File: config.mk
export PLATFORM = sky130hd
export DESIGN_NAME = sqrt_job_sequencer
export DESIGN_NICKNAME = d
export VERILOG_FILES = /design/src/rtl/sqrt_job_sequencer.sv
export SDC_FILE = /design/constraint.sdc
export NUM_CORES = 1
export LEC_CHECK = 0
export ABC_CLOCK_PERIOD_IN_PS = 3400
export CAP_MARGIN = 20
export CORE_ASPECT_RATIO = 0.5
export CORE_MARGIN = 2
export CORE_UTILIZATION = 41
export CTS_BUF_LIST = sky130_fd_sc_hd__clkbuf_16
export DETAILED_ROUTE_END_ITERATION = 10
export RECOVER_POWER = 100
export SLEW_MARGIN = 10
export SYNTH_ARGS = -nofsm -noshare
export SYNTH_HDL_FRONTEND = slang
export SYNTH_SLANG_ARGS = --single-unit
export TNS_END_PERCENT = 30
File: constraint.sdc
create_clock -name Clk -period 3.4 [get_ports Clk]
set_clock_uncertainty 0.1 [all_clocks]
set_input_delay 0.34 -clock Clk [delete_from_list [all_inputs] [get_ports Clk]]
set_output_delay 0.34 -clock Clk [all_outputs]
set_load 0.03 [all_outputs]
File: src/rtl/sqrt_job_sequencer.sv
// Issue stage for the square-root engine: buffers operand pairs in a small
// FIFO, launches one job at a time with a one-cycle Start pulse, waits a fixed
// latency, captures the engine result and offers it downstream with
// valid/ready.
module sqrt_job_sequencer #(
  parameter int unsigned WIDTH   = 16,
  parameter int unsigned LATENCY = 20,
  parameter int unsigned DEPTH   = 4
) (
  input  logic                     Clk,
  input  logic                     Reset,
  input  logic                     in_valid,
  output logic                     in_ready,
  input  logic [WIDTH-1:0]         in_a,
  input  logic [WIDTH-1:0]         in_b,
  output logic [WIDTH-1:0]         sq_a,
  output logic [WIDTH-1:0]         sq_b,
  output logic                     sq_start,
  input  logic [WIDTH-1:0]         sq_o,
  output logic                     out_valid,
  input  logic                     out_ready,
  output logic [WIDTH-1:0]         out_o,
  output logic                     busy,
  output logic [$clog2(DEPTH):0]   level
);

  localparam int unsigned AW = $clog2(DEPTH);
  localparam int unsigned LW = AW + 1;
  localparam int unsigned CW = (LATENCY > 1) ? $clog2(LATENCY) : 1;

  localparam logic [1:0] S_IDLE   = 2'd0;
  localparam logic [1:0] S_LAUNCH = 2'd1;
  localparam logic [1:0] S_WAIT   = 2'd2;
  localparam logic [1:0] S_HOLD   = 2'd3;

  logic [1:0]       state, state_d;
  logic [CW-1:0]    cnt, cnt_d;
  logic [WIDTH-1:0] sq_a_d, sq_b_d, out_o_d;
  logic             start_d, out_valid_d;

  logic [WIDTH-1:0] mem_a [DEPTH];
  logic [WIDTH-1:0] mem_b [DEPTH];
  logic [AW-1:0]    wr_ptr, rd_ptr;
  logic [LW-1:0]    level_d;
  logic             push_c, pop_c;

  // FIFO handshake derived from the registered occupancy only
  assign in_ready = (level < LW'(DEPTH));
  assign push_c   = in_valid & in_ready;
  assign busy     = (state != S_IDLE) || (level != '0);
  assign level_d  = level + LW'(push_c) - LW'(pop_c);

  // Operand storage; entries are discarded on reset by clearing the pointers
  always_ff @(posedge Clk) begin
    if (push_c) begin
      mem_a[wr_ptr] <= in_a;
      mem_b[wr_ptr] <= in_b;
    end
  end

  // Job sequencing: next state and next values of every registered output
  always_comb begin
    state_d     = state;
    cnt_d       = cnt;
    sq_a_d      = sq_a;
    sq_b_d      = sq_b;
    start_d     = 1'b0;
    out_valid_d = out_valid;
    out_o_d     = out_o;
    pop_c       = 1'b0;
    case (state)
      S_IDLE: begin
        if (level != '0) begin
          state_d = S_LAUNCH;
          sq_a_d  = mem_a[rd_ptr];
          sq_b_d  = mem_b[rd_ptr];
          start_d = 1'b1;
        end
      end
      S_LAUNCH: begin
        cnt_d   = CW'(LATENCY - 1);
        state_d = S_WAIT;
      end
      S_WAIT: begin
        if (cnt == '0) begin
          out_o_d     = sq_o;
          out_valid_d = 1'b1;
          pop_c       = 1'b1;
          state_d     = S_HOLD;
        end else begin
          cnt_d = cnt - CW'(1);
        end
      end
      S_HOLD: begin
        if (out_ready) begin
          out_valid_d = 1'b0;
          if (level != '0) begin
            state_d = S_LAUNCH;
            sq_a_d  = mem_a[rd_ptr];
            sq_b_d  = mem_b[rd_ptr];
            start_d = 1'b1;
          end else begin
            state_d = S_IDLE;
          end
        end
      end
      default: state_d = S_IDLE;
    endcase
  end

  // State, outputs and FIFO bookkeeping registers
  always_ff @(posedge Clk or negedge Reset) begin
    if (!Reset) begin
      state     <= S_IDLE;
      cnt       <= '0;
      sq_a      <= '0;
      sq_b      <= '0;
      sq_start  <= 1'b0;
      out_valid <= 1'b0;
      out_o     <= '0;
      wr_ptr    <= '0;
      rd_ptr    <= '0;
      level     <= '0;
    end else begin
      state     <= state_d;
      cnt       <= cnt_d;
      sq_a      <= sq_a_d;
      sq_b      <= sq_b_d;
      sq_start  <= start_d;
      out_valid <= out_valid_d;
      out_o     <= out_o_d;
      level     <= level_d;
      if (push_c) wr_ptr <= wr_ptr + AW'(1);
      if (pop_c)  rd_ptr <= rd_ptr + AW'(1);
    end
  end

endmodule

; Yosys cells after proc, flatten, opt, wreduce, memory -nomap -nowiden
; Memories as Yosys holds them, arrays and structs flattened.
; Index checks and enable logic that the tools add are counted.
[op_classes]
n_addsub = 5
order_cmp = 1
eq_ne = 7
mux = 23
n_bitwise = 1
n_reduce_logical = 13
[ops]
columns = operator, n
row1 = 2-to-1 mux 16 bit, 4
row2 = case mux 16 bit (2 select lines), 2
row3 = case mux 5 bit (2 select lines), 1
row4 = 2-to-1 mux 1 bit, 9
row5 = "inequality test 2 bit, second input constant", 4
row6 = case mux 2 bit (4 select lines), 1
row7 = nonzero test 2 bit, 4
row8 = 2-to-1 mux 2 bit, 3
row9 = AND reduction 2 bit, 3
row10 = AND reduction 3 bit, 2
row11 = zero test 5 bit, 1
row12 = 2-to-1 mux 5 bit, 1
row13 = "subtractor 5 x 1 -> 5 bit, second input constant", 1
row14 = "adder 2 x 1 -> 2 bit, second input constant", 2
row15 = "equality test 2 bit, second input constant", 2
row16 = case mux 1 bit (2 select lines), 2
row17 = adder 3 x 1 -> 3 bit, 1
row18 = "< comparator 3 bit, second input constant", 1
row19 = nonzero test 3 bit, 1
row20 = subtractor 3 x 1 -> 3 bit, 1
row21 = "equality test 2 x 1 -> 1 bit, second input constant", 1
row22 = zero test 2 bit, 1
row23 = AND 1 bit, 1
row24 = logical OR 1 bit, 1
[totals]
ff_bits = 64
mem_bits_rw = 128
input_bits = 52
out_inout_bits = 55
word_cells = 62
memories = 2
[memory_table]
columns = memory, words, word_bits, read_ports, rd_clocked_by_memory_dff, write_ports, line_no
row1 = mem_a, 4, 16, 1, 0, 1, 41  ; logic [WIDTH-1:0] mem_a [DEPTH];
row2 = mem_b, 4, 16, 1, 0, 1, 42  ; logic [WIDTH-1:0] mem_b [DEPTH];

; Depth between registers and ports, before layout
[logic_depth]
ltp_word = 4
mapped_depth = 12
depth_no_buf = 10

; Worst setup path after synthesis
; OpenSTA, ideal clock, no wires.
[synth_timing]
kind = reg-to-reg
from = register state[0]
to = register level[1]
setup_ps = 135
t_arrival_ps = 2482
t_required_ps = 3165
slack_ps = 683
stages_incl_launch_ff = 12
n_path_buf = 2
synth_period_minus_slack_ps = 2717
cell_sequence = dfrtp_1 > inv_1 > ha_1 > clkbuf_1 > inv_1 > or3_1 > inv_2 > buf_6 > ha_1 > inv_1 > ha_1 > fa_1
[synth_via]
elab_chain_cells = 3
[synth_rtl]
columns = item, line_no
row1 = "start, declared", 36  ; logic [1:0] state, state_d;
row2 = "start signal, assigned", 125  ; state <= state_d;
row3 = equality test 2 bit, 71  ; case (state)
row4 = 2-to-1 mux 1 bit, 71
row5 = named net pop_c, 45  ; logic push_c, pop_c;
row6 = subtractor 3 x 1 -> 3 bit, 51  ; assign level_d = level + LW'(push_c) - LW'(pop_c);
row7 = named net level_d[1], 44  ; logic [LW-1:0] level_d;
row8 = "end signal, assigned", 132  ; level <= level_d;
row9 = "end, declared", 24  ; output logic [$clog2(DEPTH):0] level
; The timed path passes the listed nets, and every way through them passes these cells.
; A chain may end at the register's enable or synchronous reset.

; Worst setup path in the final report
[layout_timing]
from = register level[2]
to = output busy
[layout_via]
elab_chain_cells = 2
[layout_rtl]
columns = item, line_no
row1 = nonzero test 3 bit, 50  ; assign busy = (state != S_IDLE) || (level != '0);
row2 = logical OR 1 bit, 50
row3 = "end, declared", 23  ; output logic busy,
; Every way passes these cells.

==> results.md <==
Routing:
- For this run, the detailed router's first-pass iteration total came to 4.
- The total detailed-routing wirelength is 13120 um.
- Dividing the detail-routed via count by the number of cells gives 5.007.
- The count of antenna-violating nets left after detailed routing is 0.
- The number of remaining DRC errors is 0.
- The initial DRC count is 189.
- Detailed routing inserted a total of 3640 vias.
- After detailed routing, the average wire length per cell comes to 18.05 um.

Worst setup path:
- For the worst setup path, the data arrival time is 2.24 ns.
- The number of cells on the worst reg-to-reg path is 3.
- The critical path capture point type is an output port.
- The internal reg-to-reg setup slack is 0.76 ns.
- The worst setup path startpoint is level[2].
- The endpoint identified for the worst register-to-register timing path is mem_b[0][2].
- In this run the worst setup path terminates at busy.
- The startpoint-to-endpoint class of the critical path is reg2out.
- The source of the worst register-to-register timing path is level[2].
- The startpoint type of the worst setup path is a register.
- The peak fanout along the critical path is 6.
- The critical path data required time is 2.96 ns.

GRT:
- For this run, the total global-route usage over all layers was measured as 14.90%.
- The pin count of the biggest net entering global routing is 65.
- The wire length of the first global-routing pass is 20770 um.
- The total congestion overflow after global routing is 0.
- The number of antenna violations at the first check in global routing is 0.
- The number of global-route vias before repair is 3798.

Synthesis:
- The synthesis warning total is 0.
- After technology mapping, the gate count stands at 362.
- Summing the sequential cell areas from Yosys gives 74.32% of the chip area.
- The post-synthesis cell type count is 40.
- The synthesized design contains 128 enable-type register cells.
- A synthesized cell averages 20.24 um2.
- In the synthesized netlist the dominant register cell turns out to be sky130_fd_sc_hd__edfxtp_1.
- The cell area that synthesis handed to floorplanning was 7327 um2.
- The number of register bits inferred by synthesis is 192.
- The proportion of register bits with asynchronous set or reset after synthesis is 33.33%.
- The number of nets in the synthesized netlist is 426.

Hold path:
- The path category of the worst min-delay check is reg2reg.
- Along the worst hold path, the cell count comes to 1.

STA:
- After routing, the total negative slack on setup checks comes to 0 ns.
- The final-layout worst hold slack is 0.4011 ns.
- Setup violations remaining at the end of the flow were counted as 0.
- Across all setup checks in the final design, the least slack found is 0.7207 ns.
- Setup repair after global routing left no endpoint under its margin.
- The hold violation count in the final report is 0.
- Based on the critical path, the design can be clocked at up to 0.3732 GHz.
- The final-report max-slew violation count is 65.
- The worst slew margin relative to its limit is -17.47%.
- The shortest period the worst path allows is 2.679 ns.
- In the finished design, the share of the clock period the worst path needs comes to 78.80%.
- The worst-margin pin slew is 1.762 ns.

Outcome:
- The flow ran to the end, but the final reports show violations.
- The final reports fail on max-capacitance violations, max-slew violations.

Placement:
- The weighted congestion reported at the end of routability-driven placement is 0.6945.
- The number of placed instances, taps included, is 694.
- The count of buffers added on input and output ports is 106.
- Once detailed placement completed, the half-perimeter wirelength came to 7853 um.
- OpenSTA, run right after detailed placement, puts the worst setup slack at 0.8036 ns.

Power and ir drop:
- The worst-case IR drop observed on VDD is 0.3838 mV.
- The net switching power is 2.324 mW.
- Power comes to 7.257 mW.
- The share of total power in the clock network is 25.6%.
- Power spread over the standard cell area amounts to 786.0 nW/um2.
- The leakage power figure is 3.338 nW.
- The power share of the sequential group is 44.7%.
- The internal portion of the total power is 4.933 mW.
- The proportion of power drawn by combinational gates is 29.7%.
- Net switching is 32.03% of the power.

Clock tree:
- The clock passes through at most 2 buffers.
- The clock net in this run drives a total of 192 sinks.
- Clock tree synthesis selected as its root buffer the cell sky130_fd_sc_hd__clkbuf_16.
- The clock tree from TritonCTS is yes.
- The later pin in the worst-skew pair is clocked with a latency of 0.42 ns.
- Once the clock tree was built, the resizer swapped 0 gates to a different size.
- Clock-pin slew was measured on the worst setup and hold paths at 0.07 ns.
- TritonCTS created 17 clock buffers.
- The H-tree level count is 4.

Finish:
- The number of inserted diodes is 0.
- Of the cells placed in the final design, the portion with a size suffix greater than 1 is 25.76%.
- The non-filler instance count after layout is 727.
- Compared with the post-synthesis result, the final layout area differs by 26.01%.
- For this run, the post-layout net count is 544.

Die:
- The die area is 19020 um2.
- The area of the core region is 17440 um2.
- The number of placement rows is 34.
- The number of placed I/O pins is 107.
- The effective utilization at floorplan is 42.01%.
- The horizontal die dimension is 193.1 um.
- The die boundary height is 98.53 um.

Run:
- The max capacitance violation total is 1.
==> registers in the layout, indices dropped and copies added (netlist names), 3 cells and up <==
register / flops
mem_b: 64
mem_a: 64
out_o: 16
cnt: 5
sq_b: 16
sq_a: 16
level: 3
==> cell type report <==
class / instances / area [um2]
Clock inverter: 15 / 123.9
Multi-Input combinational cell: 139 / 1764
Fill cell: 1442 / 8209
Tap cell: 234 / 292.8
Inverter: 16 / 60.06
Clock buffer: 17 / 425.4
Sequential cell: 192 / 5448
Timing Repair Buffer: 114 / 1119
==> power groups by stage <==
stage / sequential (mW) / combinational [mW] / clock [mW]
floorplan: 3.71 / 0.971 / 0
global placement: 3.29 / 2.28 / 0
detailed placement: 3.30 / 2.31 / 0
CTS: 3.26 / 2.31 / 1.92
global route: 3.31 / 2.33 / 2.02
finish: 3.24 / 2.16 / 1.86
==> cell usage after synthesis, types with 2 or more instances <==
| cell type | n | share of area, % |
|---|---|---|
| sky130_fd_sc_hd__nand3_1 | 2 | 0.14 |
| sky130_fd_sc_hd__nand4b_1 | 2 | 0.24 |
| sky130_fd_sc_hd__clkbuf_1 | 10 | 0.51 |
| sky130_fd_sc_hd__mux4_2 | 32 | 9.8 |
| sky130_fd_sc_hd__nand2_1 | 4 | 0.20 |
| sky130_fd_sc_hd__nor3_1 | 2 | 0.14 |
| sky130_fd_sc_hd__o21ai_0 | 2 | 0.14 |
| sky130_fd_sc_hd__ha_1 | 11 | 1.9 |
| sky130_fd_sc_hd__dfrtp_1 | 64 | 22 |
| sky130_fd_sc_hd__a211oi_1 | 2 | 0.20 |
| sky130_fd_sc_hd__inv_1 | 15 | 0.77 |
| sky130_fd_sc_hd__mux2_2 | 48 | 7.4 |
| sky130_fd_sc_hd__xnor2_1 | 4 | 0.48 |
| sky130_fd_sc_hd__nor2b_1 | 2 | 0.17 |
| sky130_fd_sc_hd__a21oi_1 | 4 | 0.27 |
| sky130_fd_sc_hd__and2_1 | 4 | 0.34 |
| sky130_fd_sc_hd__buf_2 | 4 | 0.27 |
| sky130_fd_sc_hd__edfxtp_1 | 128 | 52 |
==> what timing repair did <==
action / 4_1_cts / 5_1_grt
buffers inserted: 0 / 0
hold buffers: 1 / 0
hold endpoints to repair: 30 / 0
==> metal layers <==
layer	global-route usage (%)	up-vias	wire length, um
li1	-	1651	-
met1	20.16	1906	6002
met2	24.01	75	6571
met3	3.454	8	418
met4	5.012	0	129
met5	0	-	0
==> worst min path at each step <==
stage | from | to | slack [ns]
5_1_grt | out_o[6] | out_o[6] | 0.42
2_1_floorplan | Reset | cnt[0] | -0.06
3_5_place_dp | out_o[1] | out_o[1] | 0.39
4_1_cts | out_o[1] | out_o[1] | 0.41
6_report | out_o[10] | out_o[10] | 0.40
3_3_place_gp | sq_a[10] | sq_a[10] | 0.39
==> worst max-delay path, stage by stage, from the launching register on <==
cell and delay [ns]:
sky130_fd_sc_hd__dfrtp_1 0.44, sky130_fd_sc_hd__nor3_1 0.57, sky130_fd_sc_hd__nand2_1 0.10, sky130_fd_sc_hd__dlygate4sd3_1 0.71
==> cell usage in the layout, fill, tap and decap left out, types with 2 or more instances in the layout <==
cell	Yosys	routed
sky130_fd_sc_hd__a21oi_1	4	3
sky130_fd_sc_hd__ha_1	11	11
sky130_fd_sc_hd__o21ai_0	2	2
sky130_fd_sc_hd__a211oi_1	2	2
sky130_fd_sc_hd__and2_2	0	3
sky130_fd_sc_hd__nor2b_1	2	2
sky130_fd_sc_hd__clkbuf_2	0	6
sky130_fd_sc_hd__dlygate4sd3_1	0	88
sky130_fd_sc_hd__clkinv_2	0	4
sky130_fd_sc_hd__dfrtp_2	0	2
sky130_fd_sc_hd__clkdlybuf4s50_1	0	18
sky130_fd_sc_hd__clkbuf_16	0	17
sky130_fd_sc_hd__inv_8	0	2
sky130_fd_sc_hd__xnor2_1	4	4
sky130_fd_sc_hd__mux2_2	48	48
sky130_fd_sc_hd__nand2_1	4	4
sky130_fd_sc_hd__nor3_1	2	2
sky130_fd_sc_hd__inv_6	0	6
sky130_fd_sc_hd__nand4b_1	2	2
sky130_fd_sc_hd__mux4_2	32	32
sky130_fd_sc_hd__dfrtp_1	64	62
sky130_fd_sc_hd__nand3_1	2	2
sky130_fd_sc_hd__edfxtp_1	128	128
sky130_fd_sc_hd__inv_1	15	17
==> logic make-up after synthesis <==
kind of cell | count (synthesis) | synth area share, %
AOI/OAI and AO/OA | 15 | 1.469
and+or+nand+nor | 25 | 2.203
muxes | 82 | 17.50
buffers and inverters | 31 | 1.759
adders and majority gates | 12 | 2.152
xor gates and xnor gates | 5 | 0.5977
DFF | 192 | 74.32
==> per-stage QoR <==
step	area, um2	util [%]
floorplan	7327	-
finish	9233	52.93
detailed placement	8706	49.91
global placement	8706	49.91
global route	9233	52.93
CTS	9265	53.12
No activity file was read; power rests on OpenSTA's default activity.
